`config.mk`:
```
export PLATFORM = sky130hd
export DESIGN_NAME = arb4_rr
export DESIGN_NICKNAME = d
export VERILOG_FILES = /design/src/rtl/arb4_rr_pkg.sv /design/src/rtl/arb4_rr_pick.sv /design/src/rtl/arb4_rr.sv
export SDC_FILE = /design/constraint.sdc
export NUM_CORES = 1
export LEC_CHECK = 0
export ABC_AREA = 1
export CORE_ASPECT_RATIO = 0.75
export CORE_MARGIN = 3
export CORE_UTILIZATION = 47
export CTS_BUF_LIST = sky130_fd_sc_hd__clkbuf_4 sky130_fd_sc_hd__clkbuf_8 sky130_fd_sc_hd__clkbuf_16
export CTS_CLUSTER_SIZE = 16
export DETAILED_ROUTE_END_ITERATION = 12
export GPL_ROUTABILITY_DRIVEN = 0
export PLACE_DENSITY = 0.76
export SLEW_MARGIN = 20
export SYNTH_ARGS = -nofsm -noshare
export SYNTH_HDL_FRONTEND = slang
export SYNTH_SLANG_ARGS = --single-unit
```
`constraint.sdc`:
```
create_clock -name clk -period 2.3 [get_ports clk]
set_input_delay 0.46 -clock clk [delete_from_list [all_inputs] [get_ports clk]]
set_output_delay 0.46 -clock clk [all_outputs]
set_load 0.02 [all_outputs]
```
`src/rtl/arb4_rr_pkg.sv`:
```
// Shared definitions for the 4-way round-robin bus arbiter.
package arb4_rr_pkg;

   // Number of requesters sharing the 16-bit path.
   localparam int unsigned N_REQ = 4;
   // Width of an owner index.
   localparam int unsigned IDX_W = 2;
   // Default select width driven to the shared 4-to-1 mux.
   localparam int unsigned SEL_W = 2;
   // Width of the per-grant beat counter.
   localparam int unsigned CNT_W = 4;

   typedef enum logic {
      IDLE  = 1'b0,
      GRANT = 1'b1
   } state_e;

   // One-hot grant vector for a requester index.
   function automatic logic [N_REQ-1:0] onehot4(input logic [IDX_W-1:0] idx);
      logic [N_REQ-1:0] v;
      v      = '0;
      v[idx] = 1'b1;
      return v;
   endfunction

endpackage

```
`src/rtl/arb4_rr_pick.sv`:
```
// Round-robin search: first asserted request at or after 'start', wrapping.
module rr_pick4
   import arb4_rr_pkg::*;
(
   input  logic [N_REQ-1:0] req_i,
   input  logic [IDX_W-1:0] start_i,
   output logic [IDX_W-1:0] winner_o,
   output logic             found_o
);

   // Scan the four positions beginning at start_i; first hit wins.
   always_comb begin
      logic [IDX_W-1:0] idx;
      winner_o = '0;
      found_o  = 1'b0;
      idx      = '0;
      for (int unsigned i = 0; i < N_REQ; i++) begin
         idx = start_i + i[IDX_W-1:0];
         if (!found_o && req_i[idx]) begin
            winner_o = idx;
            found_o  = 1'b1;
         end
      end
   end

endmodule

```
`src/rtl/arb4_rr.sv`:
```
// Four-requester round-robin arbiter with a per-grant beat quantum and
// zero-bubble handover between owners.
module arb4_rr
   import arb4_rr_pkg::*;
#(
   parameter int unsigned QUANTUM = 4,
   parameter int unsigned SEL_W   = arb4_rr_pkg::SEL_W
) (
   input  logic             clk,
   input  logic             rst,
   input  logic [3:0]       req,
   input  logic [3:0]       last,
   input  logic             ready,
   output logic [3:0]       gnt,
   output logic [SEL_W-1:0] sel,
   output logic             valid,
   output logic             busy
);

   state_e           state_q, state_d;
   logic [N_REQ-1:0] gnt_q,   gnt_d;
   logic [IDX_W-1:0] owner_q, owner_d;
   logic [CNT_W-1:0] cnt_q,   cnt_d;
   logic [IDX_W-1:0] ptr_q,   ptr_d;

   logic [IDX_W-1:0] pick_start;
   logic [IDX_W-1:0] pick_idx;
   logic             pick_found;
   logic             owner_req;
   logic             beat;
   logic [CNT_W-1:0] cnt_inc;
   logic             quantum_hit;
   logic             release_c;

   assign owner_req   = req[owner_q];
   assign valid       = (state_q == GRANT) && owner_req;
   assign beat        = valid && ready;
   assign cnt_inc     = cnt_q + 4'd1;
   assign quantum_hit = (cnt_inc == CNT_W'(QUANTUM));
   // A single release flag, so last and quantum expiry on one beat
   // collapse into one handover.
   assign release_c   = (state_q == GRANT) &&
                        (!owner_req || (beat && (last[owner_q] || quantum_hit)));

   // Searching from owner+1 on handover leaves the releasing owner last in
   // line, so it is only re-granted when nobody else is asking.
   assign pick_start  = (state_q == GRANT) ? owner_q + 2'd1 : ptr_q;

   rr_pick4 u_pick (
      .req_i    (req),
      .start_i  (pick_start),
      .winner_o (pick_idx),
      .found_o  (pick_found)
   );

   // Next-state, grant, beat count and pointer update.
   always_comb begin
      state_d = state_q;
      gnt_d   = gnt_q;
      owner_d = owner_q;
      cnt_d   = cnt_q;
      ptr_d   = ptr_q;
      unique case (state_q)
         IDLE: begin
            gnt_d = '0;
            if (pick_found) begin
               state_d = GRANT;
               gnt_d   = onehot4(pick_idx);
               owner_d = pick_idx;
               cnt_d   = '0;
            end
         end
         GRANT: begin
            if (release_c) begin
               ptr_d = owner_q + 2'd1;
               cnt_d = '0;
               if (pick_found) begin
                  gnt_d   = onehot4(pick_idx);
                  owner_d = pick_idx;
               end else begin
                  state_d = IDLE;
                  gnt_d   = '0;
               end
            end else if (beat) begin
               cnt_d = cnt_inc;
            end
         end
      endcase
   end

   // State registers with asynchronous reset.
   always_ff @(posedge clk or posedge rst) begin
      if (rst) begin
         state_q <= IDLE;
         gnt_q   <= '0;
         owner_q <= '0;
         cnt_q   <= '0;
         ptr_q   <= '0;
      end else begin
         state_q <= state_d;
         gnt_q   <= gnt_d;
         owner_q <= owner_d;
         cnt_q   <= cnt_d;
         ptr_q   <= ptr_d;
      end
   end

   assign gnt  = gnt_q;
   assign sel  = SEL_W'(owner_q);
   assign busy = (state_q == GRANT);

endmodule

```
Yosys cells after proc, flatten, opt, wreduce, memory -nomap -nowiden
Cells that the tools add are included.
{ "op_classes": {"add_sub_neg": 5, "n_lt_le_gt_ge": 7, "n_eq_ne": 4, "n_mux": 36, "bitwise": 1, "reduce_logical": 16} }
{ "op_table": {"columns": ["cell", "count"], "rows": [
  ["4-bit 2-to-1 mux", 5],
  ["2-bit by 3-bit < comparator with 1-bit output, second input constant", 6],
  ["4-bit one-hot mux with 2 select lines", 2],
  ["2-bit 2-to-1 mux", 7],
  ["1-bit 2-to-1 mux", 13],
  ["1-bit binary-select mux with 2-bit select", 6],
  ["1-bit logical AND", 8],
  ["2-bit by 1-bit adder with 2-bit output, second input constant", 2],
  ["2-bit adder, second input constant", 2],
  ["4-bit by 1-bit adder with 4-bit output, second input constant", 1],
  ["4-bit by 3-bit equality test with 1-bit output, second input constant", 1],
  ["1-bit logical NOT", 4],
  ["2-bit one-hot mux with 2 select lines", 1],
  ["2-bit AND reduction", 2],
  ["3-bit by 1-bit != test with 1-bit output, second input constant", 1],
  ["1-bit demux with 2-bit select", 1],
  ["2-bit by 1-bit >= comparator with 1-bit output, second input constant", 1],
  ["1-bit logical OR", 2],
  ["2-bit by 1-bit != test with 1-bit output, second input constant", 1],
  ["2-bit != test, second input constant", 1],
  ["1-bit one-hot mux with 2 select lines", 1],
  ["1-bit inverter", 1]
]} }
{ "totals": {"reg_bits": 13, "out_inout_bits": 8} }

Logic depth before layout (Yosys ltp)
{ "depth": {"word_depth": 21, "mapped_depth": 16, "depth_no_buf": 15} }

Modules after synthesis
Synthesis repeated with hierarchy kept, for this count alone.
{ "unflattened": {"hier_cells": 176, "area_unflattened_um2": 1124.8} }
{ "modules_own_cells": {"columns": ["module", "instances", "cells_per_inst", "area_per_inst_um2", "seq_area_each_um2"], "rows": [
  ["arb4_rr", 1, 117, 805.8, 325.3],
  ["rr_pick4", 1, 59, 319.1, 0.0]
]} }

Worst setup path before layout
OpenSTA, ideal clock, no wires.
{ "synth_path": {"path_kind": "register to register", "start": "register owner_q[0] (netlist: sel[0])", "end": "register gnt_q[0] (netlist: gnt[0])", "setup_time_ns": 0.116, "arrival_time_ns": 1.852, "t_required_ns": 2.184, "path_slack_ns": 0.332, "stages_incl_launch_ff": 11, "path_buffers": 1, "synth_period_minus_slack_ns": 1.968, "path_cell_list": "dfrtp_1 > buf_6 > a21oi_1 > o21ai_0 > a21oi_1 > a21boi_4 > nor2_2 > nand2_2 > inv_2 > nand2_1 > nand2_1"} }
{ "synth_between": {"elab_cells_between_ends": 47} }
{ "synth_rtl": {"columns": ["element", "line", "source"], "rows": [
  ["start, declared", "arb4_rr.sv:22", "logic [IDX_W-1:0] owner_q, owner_d;"],
  ["start signal, assigned", "arb4_rr.sv:102", "owner_q <= owner_d;"],
  ["1-bit binary-select mux with 2-bit select", "arb4_rr.sv:35", "assign owner_req = req[owner_q];"],
  ["1-bit 2-to-1 mux (implied by the code)", "arb4_rr.sv:35", null],
  ["1-bit logical AND", "arb4_rr.sv:36", "assign valid = (state_q == GRANT) && owner_req;"],
  ["named net valid", "arb4_rr.sv:16", "output logic valid,"],
  ["1-bit logical AND", "arb4_rr.sv:37", "assign beat = valid && ready;"],
  ["1-bit logical AND", "arb4_rr.sv:43", "(!owner_req || (beat && (last[owner_q] || quantum_hit)));"],
  ["1-bit logical OR", "arb4_rr.sv:43", null],
  ["1-bit logical AND", "arb4_rr.sv:42", "assign release_c = (state_q == GRANT) &&"],
  ["2-bit by 1-bit != test with 1-bit output (no line)", null, null],
  ["end signal, assigned", "arb4_rr.sv:101", "gnt_q <= gnt_d;"],
  ["end, declared", "arb4_rr.sv:21", "logic [N_REQ-1:0] gnt_q, gnt_d;"]
]} }
The timed path passes the listed nets, and every way through them passes these cells. The select of a mux whose other input is x is not followed.
A chain may end at the register's enable or synchronous reset.

Final worst setup path
{ "layout_path": {"start": "input req[1]", "end": "output valid"} }
{ "layout_between": {"elab_chain_len": 3} }
{ "layout_rtl": {"columns": ["element", "line", "source"], "rows": [
  ["start, declared", "arb4_rr.sv:11", "input logic [3:0] req,"],
  ["1-bit binary-select mux with 2-bit select", "arb4_rr.sv:35", null],
  ["1-bit 2-to-1 mux (implied by the code)", "arb4_rr.sv:35", null],
  ["1-bit logical AND", "arb4_rr.sv:36", null],
  ["end, declared", "arb4_rr.sv:16", null]
]} }
No other way between the ends. The select of a mux whose other input is x is not followed.

==> qor.yml <==
job:
  drv_cap: 0
sta:
  slew_violations: 0
  tightestPinTransition_ns: 0.510
  report.final.hold_viol_count: 0
  timing.max_slew.rel_slack_pct: 66.0
  fin_crit_ns: 2.10
  report.final.setup_viol: 0
  final.setup_skew_ns: 0.00448
  final_critical_path_setup_slack_ns: 0.197
  finalCritPeriodShare_pct: 91.4
  clock.fmax_mhz: 476
  rsz0062_at_grt: "no"
  totalNegativeSetupSlack_ns: 0
drt:
  postRouteWirelength_mm: 2.47
  wl_per_cell_um: 12.1
  drt-pass1-iter-count: 5
  via_count: 1079
  drc: 0
  route.antenna.remaining_nets: 0
  detailedRoute.firstIterationViolations: 55
  routed_via_density: 5.26
floorplan:
  initial_core_util_pct: 50.9
  core_area_mm2: 0.00207
  floorplan.io_pins: 19
  die-height_um: 47.0
  dieWidth_um: 60.6
  fp.dieArea_mm2: 0.00285
  placement_rows: 14
yosys:
  netlist_area_mm2: 0.00105
  synth-seq-area-share_pct: 30.9
  asr_flop_ratio_synth_pct: 100
  gate_count_of_the_mapped_netlist: 156
  syn-num-nets: 169
  post_synthesis_average_cell_area_um2: 6.75
  synth-warning-count: 0
  ys_ff_latch: 13
  post_synth_top_flop: "sky130_fd_sc_hd__dfrtp_1"
  ys_types: 25
  number_of_enable_type_register_cells_in_the_synthesized_netlist: 0
critical_path:
  worst-setup-path-type: "in -> out"
  crit_chain: "clkdlybuf4s50_1 > inv_1 > a21oi_1 > o21ai_0 > a21oi_1 > clkbuf_2"
  cp_slowest_cell: "sky130_fd_sc_hd__clkdlybuf4s50_1"
  required_ns: 1.84
  launching_element_type_of_the_critical_path: "input pin"
  cpPeakStageDelay_ns: 0.47
  critical-path-top-cell-by-count: "sky130_fd_sc_hd__a21oi_1"
  worstPathMaxFanout: 2
  cp-end-kind: "output port"
  regToRegSetupSlack_ns: 0.35
  setup.worst_path.start: "req[1]"
  r2r-start: "sel[0]"
  cp_data_arrival_time_ns: 1.64
  worstRegToRegCells: 13
  critical_path.reg2reg.endpoint: "cnt_q[0]"
min_path:
  min_to: "gnt[0]"
  number_of_stages_on_the_worst_hold_path: 2
  min_from: "gnt[0]"
  min_path_type: "reg -> reg"
global_route:
  first_global_vias: 954
  grtUsageTotal_pct: 18.5
  grt_first_pass_wirelength_mm: 3.98
  initial_antenna_violation_count: 0
  grt_overflow_total: 0
  grt_max_degree: 14
run_status:
  status: "complete, no violations"
pwr:
  peakVddDrop_uv: 862
  power.switching_fraction_pct: 54.8
  total_power_w: 0.00211
  power_report.internal_total_w: 0.000955
  static-leakage-power_nw: 0.685
  combPwrFrac_pct: 73.1
  power.net_switching_w: 0.00116
  clock_power_share_pct: 7.2
  cellPowerDensity_mw_per_mm2: 1620
  seq_power_share_pct: 19.8
clocking:
  cts_buffers: 3
  clock_sinks: 13
  cts_buffer_depth: 2
  clock_transition_at_the_register_clock_pins_on_the_worst_setup_and_hold_paths_after_cts_ns: 0.07
  clock_latency_at_the_later_pin_of_the_worst_skew_pair_ns: 0.27
  cts.htree.levels: 1
  cts_resized: 1
  cts_hold_buffers: 0
  clock_root_buffer_master: "sky130_fd_sc_hd__clkbuf_4"
  tritoncts: "done"
  cts_setup_buffers: 0
layout:
  final_layout_size_suffix_gt1_share_pct: 19.3
  area_growth_syn_to_layout_pct: 23.8
  layout.nets: 195
  nFillCells: 196
  sequential_cell_area_um2: 325
  mostFrequentLayoutCell: "sky130_fd_sc_hd__nand2_1"
  multi_input_comb_area_um2: 646
  n_antenna_cell: 0
  layout.cells.most_common_list: "sky130_fd_sc_hd__nand2_1 (64), sky130_fd_sc_hd__clkdlybuf4s50_1 (17), sky130_fd_sc_hd__nand3_1 (14)"
placed_design:
  dp_hpwl_mm: 1.99
  numPortBuffers: 18
  preCtsSetupSlack_ns: -0.219
==> stage by stage <==
stage               hold slack [ns]  std cells  instance area (µm²)  utilization (%)
global route                  0.525        205                 1300             63.0
floorplan                     0.337        156                 1050                -
global placement              0.468        201                 1280             61.8
detailed placement            0.473        201                 1280             61.8
finish                        0.488        205                 1300             63.0
CTS                           0.494        205                 1310             63.2
==> cell type report <==
class	instances	share of cell area (%)
clock buffer	4	2.31
inverter	15	4.51
multi-input combinational	126	49.6
sequential	13	25.0
tap	24	2.31
timing repair buffer	23	16.3
==> sequential cells by signal, indices dropped and copies added, names as in the netlist <==
| register | cells |
|---|---|
| busy | 1 |
| gnt | 4 |
| sel | 2 |
| cnt_q | 4 |
| ptr_q | 2 |
==> kinds of logic after synthesis <==
group                    share of synthesized area (%)
XOR/XNOR                                          1.66
AND/OR/NAND/NOR                                   45.2
buffers and inverters                             7.73
flip-flops                                        30.9
AO/OA/AOI/OAI                                     12.1
adder cells (fa/ha/maj)                           2.38
==> routing by layer <==
metal	part of all wire (%)	GRT usage (%)
met1	48	27.6
met4	0	3.03
met3	6.3	4.12
met5	0	0
met2	45	27.7
==> synthesized netlist by cell type (2+ instances only) <==
library cell | number | share of area, %
sky130_fd_sc_hd__nand4_1 | 2 | 1.2
sky130_fd_sc_hd__nor2_1 | 7 | 2.5
sky130_fd_sc_hd__nand3_2 | 5 | 4.8
sky130_fd_sc_hd__ha_1 | 2 | 2.4
sky130_fd_sc_hd__nand2_1 | 64 | 23
sky130_fd_sc_hd__nand3_1 | 14 | 6.7
sky130_fd_sc_hd__xnor2_1 | 2 | 1.7
sky130_fd_sc_hd__buf_6 | 2 | 2.1
sky130_fd_sc_hd__inv_2 | 5 | 1.8
sky130_fd_sc_hd__o21ai_1 | 2 | 0.95
sky130_fd_sc_hd__inv_1 | 9 | 3.2
sky130_fd_sc_hd__o21ai_0 | 8 | 3.8
sky130_fd_sc_hd__a21oi_1 | 4 | 1.9
sky130_fd_sc_hd__dfrtp_1 | 13 | 31
sky130_fd_sc_hd__nand2_2 | 7 | 4.2
==> critical path, delay by kind of cell <==
| family | cells | cell delay, ns |
|---|---|---|
| buf+inv | 3 | 0.74 |
| compound gates | 3 | 0.45 |
==> worst max-delay path by stage <==
stage,to,cells past startpoint
after CTS,valid,6
after global placement,valid,6
final,valid,6
after floorplan,gnt[0],10
after detailed placement,valid,6
after global routing,valid,6
==> power by group through the flow <==
| stage | clock network, W | registers [W] | logic [W] |
|---|---|---|---|
| finish | 0.000152 | 0.000418 | 0.00155 |
| global placement | 0 | 0.000417 | 0.00151 |
| CTS | 0.000158 | 0.000415 | 0.00154 |
| global route | 0.000167 | 0.000431 | 0.00173 |
| detailed placement | 0 | 0.000417 | 0.00154 |
| floorplan | 0 | 0.000440 | 0.00114 |
Note: power is estimated with default switching activity, not from simulation.
